[src/rtl/hsv_effect_sequencer.sv]
// HSV effect sequencer: accepts an effect configuration over valid/ready and steps
// Hue/Saturation/Value on a prescaler tick, with a strobe aligned to each HSV update.
//
//   state   | meaning
//   --------+------------------------------------------------------------
//   IDLE    | no configuration yet, outputs parked at 0
//   LOAD    | one cycle applying the latched configuration to the outputs
//   RUN     | prescaler counting, effect advances on each tick
//   PAUSE   | outputs and prescaler frozen until enable returns
module hsv_effect_sequencer #(
  parameter int DIV_W = 24
) (
  input  logic             clk,
  input  logic             reset,
  input  logic             cfg_valid,
  output logic             cfg_ready,
  input  logic [1:0]       cfg_mode,
  input  logic [8:0]       cfg_hue,
  input  logic [8:0]       cfg_sat,
  input  logic [8:0]       cfg_val,
  input  logic [7:0]       cfg_step,
  input  logic [DIV_W-1:0] cfg_div,
  input  logic             enable,
  output logic [8:0]       Hue,
  output logic [8:0]       Saturation,
  output logic [8:0]       Value,
  output logic             busy,
  output logic             rgb_strobe
);

  localparam logic [1:0] S_IDLE  = 2'd0;
  localparam logic [1:0] S_LOAD  = 2'd1;
  localparam logic [1:0] S_RUN   = 2'd2;
  localparam logic [1:0] S_PAUSE = 2'd3;

  localparam logic [1:0] M_STATIC  = 2'd0;
  localparam logic [1:0] M_RAINBOW = 2'd1;
  localparam logic [1:0] M_BREATHE = 2'd2;
  localparam logic [1:0] M_BLINK   = 2'd3;

  logic [1:0]       state;
  logic [1:0]       mode;
  logic [8:0]       hue_l;
  logic [8:0]       sat_l;
  logic [8:0]       peak;
  logic [7:0]       step;
  logic [DIV_W-1:0] div;
  logic [DIV_W-1:0] prescale;
  logic             dir_down;
  logic             phase_on;
  logic             handshake;
  logic [9:0]       hue_sum;
  logic [9:0]       hue_sub;
  logic [8:0]       hue_next;
  logic [9:0]       val_up;

  assign cfg_ready = (state != S_LOAD);
  assign busy      = (state != S_IDLE);
  assign handshake = cfg_valid && cfg_ready;

  // Sums are formed 10 bits wide so 359+255 and 100+255 cannot wrap.
  assign hue_sum  = {1'b0, Hue} + {2'b00, step};
  assign hue_sub  = hue_sum - 10'd360;
  assign hue_next = (hue_sum >= 10'd360) ? hue_sub[8:0] : hue_sum[8:0];
  assign val_up   = {1'b0, Value} + {2'b00, step};

  always_ff @(posedge clk or negedge reset) begin
    if (!reset) begin
      state      <= S_IDLE;
      mode       <= M_STATIC;
      hue_l      <= '0;
      sat_l      <= '0;
      peak       <= '0;
      step       <= '0;
      div        <= '0;
      prescale   <= '0;
      dir_down   <= 1'b0;
      phase_on   <= 1'b1;
      Hue        <= '0;
      Saturation <= '0;
      Value      <= '0;
      rgb_strobe <= 1'b0;
    end else begin
      rgb_strobe <= 1'b0;

      // Clamp at capture so LOAD and the effect arithmetic only see legal ranges.
      if (handshake) begin
        mode  <= cfg_mode;
        hue_l <= (cfg_hue > 9'd359) ? 9'd359 : cfg_hue;
        sat_l <= (cfg_sat > 9'd100) ? 9'd100 : cfg_sat;
        peak  <= (cfg_val > 9'd100) ? 9'd100 : cfg_val;
        step  <= cfg_step;
        div   <= cfg_div;
      end

      case (state)
        S_IDLE: begin
          if (handshake) state <= S_LOAD;
        end
        S_LOAD: begin
          Hue        <= hue_l;
          Saturation <= sat_l;
          Value      <= (mode == M_BREATHE) ? 9'd0 : peak;
          dir_down   <= 1'b0;
          phase_on   <= 1'b1;
          prescale   <= '0;
          rgb_strobe <= 1'b1;
          state      <= enable ? S_RUN : S_PAUSE;
        end
        S_RUN: begin
          if (handshake) begin
            state <= S_LOAD;
          end else if (!enable) begin
            state <= S_PAUSE;
          end else if (prescale == div) begin
            prescale   <= '0;
            rgb_strobe <= (mode != M_STATIC);
            case (mode)
              M_RAINBOW: Hue <= hue_next;
              M_BREATHE: begin
                if (!dir_down) begin
                  if (val_up >= {1'b0, peak}) begin
                    Value    <= peak;
                    dir_down <= 1'b1;
                  end else begin
                    Value <= val_up[8:0];
                  end
                end else begin
                  if (Value <= {1'b0, step}) begin
                    Value    <= 9'd0;
                    dir_down <= 1'b0;
                  end else begin
                    Value <= Value - {1'b0, step};
                  end
                end
              end
              M_BLINK: begin
                phase_on <= !phase_on;
                Value    <= phase_on ? 9'd0 : peak;
              end
              default: ;
            endcase
          end else begin
            prescale <= prescale + DIV_W'(1);
          end
        end
        S_PAUSE: begin
          if (handshake) state <= S_LOAD;
          else if (enable) state <= S_RUN;
        end
        default: state <= S_IDLE;
      endcase
    end
  end

endmodule

[config.mk]
export PLATFORM = sky130hd
export DESIGN_NAME = hsv_effect_sequencer
export DESIGN_NICKNAME = d
export VERILOG_FILES = /design/src/rtl/hsv_effect_sequencer.sv
export SDC_FILE = /design/constraint.sdc
export NUM_CORES = 1
export LEC_CHECK = 0
export ABC_CLOCK_PERIOD_IN_PS = 9000
export BUFFER_PORTS_ARGS = -buffer_cell sky130_fd_sc_hd__buf_2
export CAP_MARGIN = 20
export CORE_MARGIN = 2
export CORE_UTILIZATION = 40
export DETAILED_ROUTE_END_ITERATION = 8
export HOLD_SLACK_MARGIN = 0.06
export PLACE_DENSITY = 0.62
export SLEW_MARGIN = 20
export SYNTH_ARGS = -nofsm -noshare
export SYNTH_HDL_FRONTEND = slang
export SYNTH_SLANG_ARGS = --single-unit
[constraint.sdc]
create_clock -name clk -period 9 [get_ports clk]
set_input_delay 1.35 -clock clk [delete_from_list [all_inputs] [get_ports clk]]
set_output_delay 1.35 -clock clk [all_outputs]
set_load 0.1 [all_outputs]
==> summary.md, run 1 <==
| Metric | Value |
|---|---|
| Status | finished clean |
| Vias | 6038 |
| Port Buffer Count | 94 |
| Tmin final | 3.709 ns |
| Endpoint type of the worst setup path | primary output |
| Worst Hold Endpoint | hue_l[8]$_DFFE_PN0P_ |
| # clock sinks | 117 |
| Leakage | 4.078 nW |
| Worst r2r src | step[0]$_DFFE_PN0P_ |
| Final HPWL DP | 13.23 mm |
| Crit Reg-Reg Endpoint | Value[2]$_DFFE_PN0P_ |
| # H-tree levels | 4 |
| Final setup viols | 0 |
| Routed WL | 18.19 mm |
| Max-cap violations | 0 |
| R2r setup slk | 5.33 ns |
| Avg WL per Cell | 15.91 um |
| Post-cts repair resize count | 0 |
| Slew headroom | 0.3491 |
| Worst r2r path cells | 14 |
| Seq/Total Area, Yosys | 0.4096 |
| Overall die width | 137.7 um |
| Placed cell area | 0.007826 sq mm |
| Total Power | 3.654 mW |
| # rows | 48 |
| Hold crit path type | reg -> reg |
| EDFF count, synth | 0 |
| Clock root buffer | clkbuf_16 |
| Post-synthesis cell type count | 71 |
| Worst Tran Pin Value | 0.9729 ns |
| Final period util | 0.4122 |
| Synthesized instance count | 820 |
| CTS Buf Count | 17 |
| HP Start | hue_l[8]$_DFFE_PN0P_ |
| TritonRoute pass-1 iters | 5 |
| Drt drc | 0 |
| Final Cell Area | 0.008383 sq mm |
| Worst vdd rail ir drop | 0.3119 mV |
| Die area | 0.01897 sq mm |
| Initial antenna violation count | 0 |
| GRT overflow | 0 |
| CP Max Fanout | 14 |
| Setup Fix Bufs, Post-CTS | 0 |
| Total Neg Setup Slack | 0 ns |
| Most common cell after layout, fill and taps aside | nand2_1 |
| Hold-fix buffer count after cts | 0 |
| Vias in the first global route | 5797 |
| Ant. Diodes | 0 |
| Yosys warns | 0 |
| Unrepaired setup endpoints after global routing | false |
| Final #Nets | 1013 |
| P&R area growth vs syn | 17.21% |
| Core area | 0.01742 sq mm |
| Worst Skew | 0.009984 ns |
| Synth Net Count | 928 |
| CP Launch Type | flip-flop |
| Die H | 137.7 um |
| CTS tree | built |
| Worst hold slack | 0.4822 ns |
| Commonest non-fill, non-tap cells in the layout | 161 x nand2_1, 116 x dfrtp_1, 93 x buf_2, 57 x nor2_1, 52 x o21ai_0 |
| Share of cells above drive strength 1 | 0.1721 |
| Mapped cell area | 0.007152 sq mm |
| Crit path required time | 7.65 ns |
| Critical path start-end classification | reg -> out |
| Max-slew violations | 0 |
| Mean area per synthesized cell | 8.722 sq um |
| Routability cong. | 0.9044 |
| Final Hold Viols | 0 |
| Hold Path Cell Cnt | 2 |
| CTS Buffer Depth | 2 |
| Asr flop ratio synth | 1.000 |
| Yosys reg bits | 117 |
| Vias per inst | 5.283 |
| Iter 0 DRT Violations | 482 |
| Achievable frequency | 269.6 MHz |
| Clk_lat worst skew | 0.42 ns |
| Largest net degree at the start of global routing | 73 |
| PwrDens | 435.9 mW/mm^2 |
| I/O pin count | 95 |
| First-pass GRT wire length | 30.06 mm |
| Clock transition at the registers of the reported paths | 0.06 ns |
| Util after Layout | 0.4813 |
| Initial Util | 0.4106 |
| Antenna viol nets, final | 0 |
| Worst path arrival time | 2.36 ns |
| GRT Util Overall | 0.2056 |
| Predominant post-synthesis flop cell | dfrtp_1 |
==> per-stage QoR <==
stage | setup slack [ns] | instances
floorplan | 5.214 | 820
global placement | 5.454 | 1111
detailed placement | 5.343 | 1111
CTS | 5.277 | 1143
global route | 5.041 | 1143
finish | 5.291 | 1143
==> cells by family after synthesis <==
| logic type | count (synthesis) | synth area share |
|---|---|---|
| xor gates and xnor gates | 54 | 0.06613 |
| DFF | 117 | 0.4096 |
| buffers and inverters | 74 | 0.03884 |
| AOI/OAI and AO/OA | 199 | 0.1816 |
| muxes | 14 | 0.02204 |
| and+or+nand+nor | 319 | 0.2035 |
| adders and majority gates | 43 | 0.07838 |
==> synth_stat cells (5+ instances only) <==
cell | instances | share of area
nor3_1 | 6 | 0.0042
mux2_2 | 9 | 0.014
o31ai_1 | 5 | 0.0052
ha_1 | 40 | 0.070
inv_1 | 42 | 0.022
o21ai_0 | 52 | 0.036
or3_1 | 7 | 0.0061
a21oi_1 | 51 | 0.036
a22o_1 | 7 | 0.0086
nor2_1 | 57 | 0.030
nand3_1 | 16 | 0.011
nand2_1 | 162 | 0.085
clkbuf_1 | 27 | 0.014
a31oi_1 | 11 | 0.0096
xor2_1 | 41 | 0.050
xnor2_1 | 13 | 0.016
a221o_1 | 6 | 0.0084
nor4_1 | 9 | 0.0079
nor2b_1 | 15 | 0.013
nand4_1 | 9 | 0.0079
o21a_1 | 9 | 0.0094
and3_1 | 5 | 0.0044
dfrtp_1 | 116 | 0.41
nand2b_1 | 10 | 0.0087
buf_1 | 5 | 0.0026
and2_1 | 6 | 0.0052
a21o_1 | 9 | 0.0094
o211ai_1 | 5 | 0.0052
o2111ai_1 | 5 | 0.0061
==> where the power goes <==
| part | switching, mW | internal [mW] | total [mW] |
|---|---|---|---|
| logic | 1.45 | 0.726 | 2.18 |
| clock network | 0.272 | 0.367 | 0.639 |
| registers | 0.156 | 0.678 | 0.835 |
| total | 1.88 | 1.77 | 3.65 |
==> critical path: stages, from the launching register on <==
cell	delay, ns
dfrtp_1	0.43
inv_1	0.12
ha_1	0.62
inv_1	0.37
buf_2	0.40
==> per-layer routing <==
metal	track usage	up-vias	routed length [um]	share of wire
met5	0	-	0	0
met4	0.05215	0	214	0.012
met3	0.05261	13	1049	0.058
met2	0.3007	158	7743	0.43
met1	0.3026	2837	9183	0.50
li1	-	3030	-	-
==> area by class of cell <==
type / count / area, sq um
Fill cell: 1701 / 9034
Multi-Input combinational cell: 629 / 3955
Sequential cell: 117 / 2929
Timing Repair Buffer: 98 / 503.0
Clock buffer: 18 / 439.2
Tap cell: 225 / 281.5
Inverter: 42 / 157.7
Clock inverter: 14 / 117.6
==> flip-flops by register name, summed over array words and instances (netlist names), 8 cells and up <==
| signal | cells |
|---|---|
| div | 24 |
| peak | 9 |
| prescale | 24 |
| Saturation | 9 |
| sat_l | 9 |
| hue_l | 9 |
| step | 8 |
| Value | 9 |
| Hue | 9 |
==> worst max-delay path by stage <==
stage                    startpoint                   end  cells past startpoint  slack, ns
6_report       state[1]$_DFFE_PN0P_             cfg_ready                      4       5.29
4_1_cts        state[1]$_DFFE_PN0P_             cfg_ready                      4       5.28
2_1_floorplan  Value[3]$_DFFE_PN0P_  Value[5]$_DFFE_PN0P_                     15       5.21
3_5_place_dp              cfg_valid    Hue[5]$_DFFE_PN0P_                      7       5.34
3_3_place_gp              cfg_valid    Hue[5]$_DFFE_PN0P_                      7       5.45
5_1_grt         step[0]$_DFFE_PN0P_  Value[2]$_DFFE_PN0P_                     14       5.04
(Power assumes the default switching activity.)
==> inputs of run 2 (changes only) <==
ABC_CLOCK_PERIOD_IN_PS = 3840   (was 9000)
clock period = 3.84 ns   (was 9 ns; I/O delays follow)
==> run 2 against run 1 <==
Net effect: wire length rose by 0.88%; cell count rose by 0.70%; register-to-register slack got worse by 5.1 ns; combinational power rose by 140%; critical path depth rose by 10; power rose by 140%; sequential power rose by 130%; clock power rose to 2.6 times the previous value; hold slack got worse by 0.26 ns; first-iteration DRC count fell by 30%; critical path type is now reg -> reg; highest routed layer unchanged.
==> summary.md, run 2 (synthesis gave the netlist of run 1 again) <==
| Metric | Value |
|---|---|
| Max-slew violations | 0 (unchanged) |
| Leakage | 4.135 nW (+1.4%) |
| Final HPWL DP | 13.44 mm (+1.6%) |
| Worst path arrival time | 3.94 ns (+1.58 ns) |
| Total Neg Setup Slack | 0 ns (unchanged) |
| Worst hold slack | 0.2268 ns (-0.2554 ns) |
| Antenna viol nets, final | 0 (unchanged) |
| Clock root buffer | clkbuf_16 |
| Crit path required time | 4.15 ns (-3.50 ns) |
| WP buf/inv | 0 (-3) |
| Slowest-stage cell, CP | a31oi_1 |
| Die H | 137.7 um (unchanged) |
| Drt drc | 0 (unchanged) |
| Setup WS post-layout | 0.2117 ns (-5.079 ns) |
| Vias in the first global route | 5855 (+1.0%) |
| Final setup viols | 0 (unchanged) |
| Routability cong. | 0.9227 (+2.0%) |
| CP Max Fanout | 7 (-7) |
| CTS tree | built |
| Initial Util | 0.4106 (unchanged) |
| Avg WL per Cell | 15.94 um (+0.18%) |
| # clock sinks | 117 (unchanged) |
| Core area | 0.01742 sq mm (unchanged) |
| GRT Util Overall | 0.2068 (+0.001155) |
| Port Buffer Count | 94 (unchanged) |
| TritonRoute pass-1 iters | 5 (unchanged) |
| Final #Nets | 1020 (+0.69%) |
| # H-tree levels | 4 (unchanged) |
| P&R area growth vs syn | 19.05% |
| Worst Skew | 0.007504 ns (-0.002480 ns) |
| Iter 0 DRT Violations | 338 (-30%) |
| Placed cell area | 0.007891 sq mm (+0.83%) |
| Unrepaired setup endpoints after global routing | false |
| Share of cells above drive strength 1 | 0.1805 (+0.008427) |
| Achievable frequency | 275.6 MHz |
| Routed WL | 18.35 mm (+0.88%) |
| Crit-path max cell delay | 0.43 ns (-0.19 ns) |
| PwrDens | 1033 mW/mm^2 (+140%) |
| Cells after DPL | 1118 (+0.63%) |
| Worst Setup Slack post-DPL | 0.2588 ns (-5.084 ns) |
| Vias per inst | 5.293 (+0.19%) |
| Final Cell Area | 0.008514 sq mm (+1.6%) |
| Die area | 0.01897 sq mm (unchanged) |
| Final period util | 0.9449 |
| Most used cell, CP | a21oi_1 |
| CP Launch Type | flip-flop |
| CP delay by family, top | compound AO/OA/AOI/OAI gates |
| Critical path start-end classification | reg -> reg |
| Fin cells | 1151 (+0.70%) |
| I/O pin count | 95 (unchanged) |
| Initial antenna violation count | 1 (+1) |
| Largest net degree at the start of global routing | 62 (-15%) |
| Max-cap violations | 0 (unchanged) |
| Setup Fix Bufs, Post-CTS | 0 (unchanged) |
| Hold crit path type | in -> async |
| CTS Buf Count | 17 (unchanged) |
| Status | finished clean |
| Clock transition at the registers of the reported paths | 0.06 ns (about the same) |
| CP cell instances | ha_1, fa_1, nand2b_1, a21oi_1, o31ai_1, a21oi_1, xor2_1, ha_1, a221o_1, a31oi_1, a21oi_1, a21oi_1, o2111ai_1, a31o_2 |
| Worst Tran Pin Value | 0.8004 ns (-0.1725 ns) |
| Slew headroom | 0.4616 (+0.1125) |
| Fill cell count | 1689 (-0.71%) |
| Clk_lat worst skew | 0.42 ns (about the same) |
| Worst vdd rail ir drop | 0.5489 mV (+76%) |
| Final Hold Viols | 0 (unchanged) |
| GRT overflow | 0 (unchanged) |
| # rows | 48 (unchanged) |
| CTS Buffer Depth | 2 (unchanged) |
| Commonest non-fill, non-tap cells in the layout | 161 x nand2_1, 115 x dfrtp_1, 93 x buf_2, 57 x nor2_1, 52 x o21ai_0 |
| Overall die width | 137.7 um (unchanged) |
| Endpoint type of the worst setup path | flip-flop |
| First-pass GRT wire length | 30.26 mm (+0.67%) |
| Most common cell after layout, fill and taps aside | nand2_1 |
| Tmin final | 3.628 ns |
| Vias | 6092 (+0.89%) |
| Top flop regs | div (24), prescale (24) |
==> run 2: metrics by stage <==
step | utilization | power, mW
2_1_floorplan | - | 5.891
3_3_place_gp | 0.4531 | 7.062
3_5_place_dp | 0.4531 | 7.064
4_1_cts | 0.4884 | 8.787
5_1_grt | 0.4887 | 9.464
6_report | 0.4889 | 8.791
==> run 2: worst paths after layout <==
kind | from | endpoint | slack [ns] | cells past startpoint
min in group clk | cfg_div[10] | div[10]$_DFFE_PN0P_ | 0.34 | 3
max in group asynchronous | reset | phase_on$_DFFE_PN1P_ | 2.80 | 2
setup reg to reg | Value[0]$_DFFE_PN0P_ | Value[2]$_DFFE_PN0P_ | 0.21 | 14
setup / recovery | Value[0]$_DFFE_PN0P_ | Value[2]$_DFFE_PN0P_ | 0.21 | 14
hold / removal | reset | Saturation[1]$_DFFE_PN0P_ | 0.23 | 1
hold reg to reg | hue_l[2]$_DFFE_PN0P_ | hue_l[2]$_DFFE_PN0P_ | 0.48 | 2
==> run 2: power breakdown <==
part | total, mW | switching (mW) | internal, mW
clock network | 1.66 | 0.614 | 1.05
logic | 5.17 | 3.43 | 1.75
registers | 1.96 | 0.364 | 1.59
total | 8.79 | 4.41 | 4.39
==> run 2: area by class of cell <==
type | count | area [sq um] | area share
Multi-Input combinational cell | 629 | 3960 | 0.4651
Sequential cell | 117 | 2930 | 0.3442
Timing Repair Buffer | 105 | 568.0 | 0.06672
Clock buffer | 19 | 442.9 | 0.05202
Tap cell | 225 | 281.5 | 0.03306
Clock inverter | 13 | 171.4 | 0.02013
Inverter | 42 | 157.7 | 0.01852
Antenna cell | 1 | 2.502 | 0.0002939
==> run 2: metal layers <==
| metal | routed length, um | track usage |
|---|---|---|
| met1 | 9152 | 0.2981 |
| met4 | 317 | 0.06179 |
| met2 | 7688 | 0.3015 |
| met3 | 1191 | 0.05740 |
| met5 | 0 | 0 |
==> run 2: timing repair <==
item                       in CTS  in global routing
setup endpoints to repair       0                  1
hold buffers                    0                  0
gates resized for setup         0                  3
==> inputs of run 3 (changes only) <==
ABC_AREA = 1   (was default)
==> run 3 against run 2 <==
Net effect: synthesized area rose by 6.1%; clock skew rose by 0.0023 ns; global-route usage fell by 0.64 points; highest routed layer unchanged; die area rose by 5.9%; design area rose by 4.1%; via count rose by 12%; fmax rose by 16%; sequential share of layout area fell by 1.4 points; critical path depth rose by 8; register-to-register slack improved by 0.49 ns.
==> summary.md, run 3 <==
| Metric | Value |
|---|---|
| Tmin final | 3.140 ns (-0.4880 ns) |
| Synthesized instance count | 1021 (+25%) |
| Post-cts repair resize count | 0 (unchanged) |
| Post-synth top area share | 0.3826 (-0.02329) |
| Port Buffer Count | 94 (unchanged) |
| Initial antenna violation count | 0 (-1) |
| Die area | 0.02009 sq mm (+5.9%) |
| Largest cells by area after synthesis | dfrtp_1 38%, nand2_1 15%, ha_1 6.6% |
| Achievable frequency | 318.4 MHz (+16%) |
| Multi-input gate area | 0.004034 sq mm (+1.9%) |
| Mean area per synthesized cell | 7.431 sq um (-15%) |
| Predominant post-synthesis flop cell | dfrtp_1 |
| Worst r2r src | step[4]$_DFFE_PN0P_ |
| Vias per inst | 5.020 (-5.2%) |
| Worst Tran Pin Value | 0.6677 ns (-0.1327 ns) |
| Crit Reg-Reg Endpoint | Value[5]$_DFFE_PN0P_ |
| CTS Buffer Depth | 2 (unchanged) |
| Routability cong. | 0.8906 (-3.5%) |
| Commonest non-fill, non-tap cells in the layout | 305 x nand2_1, 124 x inv_1, 116 x dfrtp_1, 93 x buf_2, 79 x nor2_1 |
| EDFF count, synth | 0 (unchanged) |
| Initial Util | 0.4070 (-0.003652) |
| Status | finished clean |
| CP Max Fanout | 10 (+3) |
| # H-tree levels | 4 (unchanged) |
| Worst r2r path cells | 22 (+8) |
| Post-synthesis cell type count | 60 (-15%) |
| CTS Buf Count | 17 (unchanged) |
| Final setup viols | 0 (unchanged) |
| Final period util | 0.8178 (-0.1271) |
| Clk_lat worst skew | 0.42 ns (about the same) |
| Synth Net Count | 1129 (+22%) |
| Seq/Total Area, Yosys | 0.3860 (-0.02350) |
| Clock transition at the registers of the reported paths | 0.06 ns (about the same) |
| Antenna viol nets, final | 0 (unchanged) |
| Unrepaired setup endpoints after global routing | false |
| Routed WL | 19.25 mm (+4.9%) |
| Setup Fix Bufs, Post-CTS | 0 (unchanged) |
| P&R area growth vs syn | 16.77% |
| Avg WL per Cell | 14.15 um (-11%) |
| Most common cell after layout, fill and taps aside | nand2_1 |
| Vias in the first global route | 6357 (+8.6%) |
| Yosys reg bits | 117 (unchanged) |
| GRT overflow | 0 (unchanged) |
| Yosys top cell by area | dfrtp_1 |
| R2r setup slk | 0.70 ns (+0.49 ns) |
| Core area | 0.01864 sq mm (+7.0%) |
| Top-count cell post-synth | nand2_1 |
| Overall die width | 141.7 um (+2.9%) |
| Slew headroom | 0.5529 (+0.09129) |
| Top cells by count, synth | 305 x nand2_1, 124 x inv_1, 116 x dfrtp_1, 79 x nor2_1, 72 x nand3_1 |
| Crit path to | Value[5]$_DFFE_PN0P_ |
| Max-cap violations | 0 (unchanged) |
| Endpoint type of the worst setup path | flip-flop |
| I/O pin count | 95 (unchanged) |
| Util after Layout | 0.4752 (-0.01363) |
| Largest net degree at the start of global routing | 68 (+9.7%) |
| Worst path arrival time | 3.48 ns (-0.46 ns) |
| Yosys warns | 0 (unchanged) |
| Max-slew violations | 0 (unchanged) |
| Share of cells above drive strength 1 | 0.1545 (-0.02601) |
| Hold-fix buffer count after cts | 0 (unchanged) |
| Hold crit path type | in -> async |
| Ant. Diodes | 0 (-1) |
| Crit path required time | 4.18 ns (+0.03 ns) |
| TritonRoute pass-1 iters | 5 (unchanged) |
| Iter 0 DRT Violations | 383 (+13%) |
| CP Launch Type | flip-flop |
| Total Neg Setup Slack | 0 ns (unchanged) |
| Top flop regs | div (24), prescale (24) |
| First-pass GRT wire length | 31.96 mm (+5.6%) |
| CTS tree | built |
| Register area | 0.002929 sq mm (about the same) |
| Fill cell count | 1877 (+11%) |
| # clock sinks | 117 (unchanged) |
| CP startpoint | step[4]$_DFFE_PN0P_ |
| GRT Util Overall | 0.2004 (-0.006363) |
| Drt drc | 0 (unchanged) |
| Final #Nets | 1221 (+20%) |
| Critical path start-end classification | reg -> reg |
| # rows | 50 (+4.2%) |
| Vias | 6827 (+12%) |
| Mapped cell area | 0.007587 sq mm (+6.1%) |
| Asr flop ratio synth | 1.000 (unchanged) |
| Die H | 141.7 um (+2.9%) |
| Final Hold Viols | 0 (unchanged) |
| Worst Skew | 0.009754 ns (+0.002250 ns) |
| Final HPWL DP | 14.40 mm (+7.1%) |
| Clock root buffer | clkbuf_16 |
==> run 3: changes by cell type after synthesis, sizes merged, moves of 9 or more <==
| cell | previous run | this run |
|---|---|---|
| nor2 | 57 | 89 |
| nand4 | 9 | 24 |
| nor2b | 15 | 0 |
| inv | 42 | 129 |
| mux2 | 11 | 0 |
| clkbuf | 27 | 17 |
| nand2 | 162 | 311 |
| nand3 | 17 | 77 |
| o21ai | 53 | 66 |
| a21oi | 52 | 43 |
| nand2b | 10 | 0 |
| xor2 | 41 | 24 |
==> run 3: cell families (layout without fill, tap and decap cells) <==
logic type,after synthesis,after routing,synth area share
buffers and inverters,157,262,0.08229
adder cells (fa/ha/maj),43,43,0.07388
XOR/XNOR,37,37,0.04271
AND/OR/NAND/NOR,525,525,0.3052
flip-flops,117,117,0.3860
AO/OA/AOI/OAI,142,142,0.1098
==> run 3: metal layers <==
layer	track usage	vias up	routed length [um]
li1	-	3483	-
met1	0.2736	3187	9223
met2	0.3181	133	8763
met3	0.05164	24	972
met4	0.05211	0	290
met5	0	-	0
==> run 3: critical path, stage by stage, from the launching register on <==
cell and delay, ns:
dfrtp_1 0.37, inv_1 0.07, ha_1 0.47, inv_1 0.12, a21oi_1 0.24, nand3_1 0.15, nand2_1 0.08, nand2_1 0.06
inv_1 0.06, ha_1 0.22, nand2_1 0.08, inv_1 0.04, a21oi_1 0.14, nand2_1 0.06, nand2_1 0.05, nand2_1 0.05
nand2_2 0.18, nand3_4 0.18, nand2_1 0.10, nand3_1 0.07, nand2_1 0.07, nand2_1 0.05, a21boi_1 0.15
==> run 3: layout make-up <==
type | count | share of cell area
multi-input cells | 747 | 0.4553
flip-flops and latches | 117 | 0.3306
repair buffers | 100 | 0.05988
inverters | 130 | 0.05536
clock buffers | 22 | 0.05465
well taps | 234 | 0.03305
clock inverters | 10 | 0.01116
==> run 3: how the worst min path moves through the flow <==
stage	slack (ns)	from	cells past startpoint	endpoint
floorplan	0.28	reset	0	Hue[0]$_DFFE_PN0P_
global placement	0.47	Saturation[6]$_DFFE_PN0P_	2	Saturation[6]$_DFFE_PN0P_
detailed placement	0.47	hue_l[4]$_DFFE_PN0P_	2	hue_l[4]$_DFFE_PN0P_
CTS	0.21	reset	1	Value[7]$_DFFE_PN0P_
global route	0.25	reset	1	Value[7]$_DFFE_PN0P_
finish	0.18	reset	1	Value[7]$_DFFE_PN0P_
==> run 3: metrics by stage <==
stage          cells  hold slack, ns  setup slack (ns)  area (sq um)
6_report        1360          0.1814            0.6997          8860
5_1_grt         1360          0.2459            0.3897          8860
4_1_cts         1360          0.2119            0.7085          8860
3_5_place_dp    1328          0.4685            0.7313          8277
3_3_place_gp    1328          0.4669            0.7920          8277
2_1_floorplan   1021          0.2804            0.4800          7587
Power of run 3 is not shown: default switching activity piles up to over one toggle a cycle in this logic, so the estimate is an artifact.
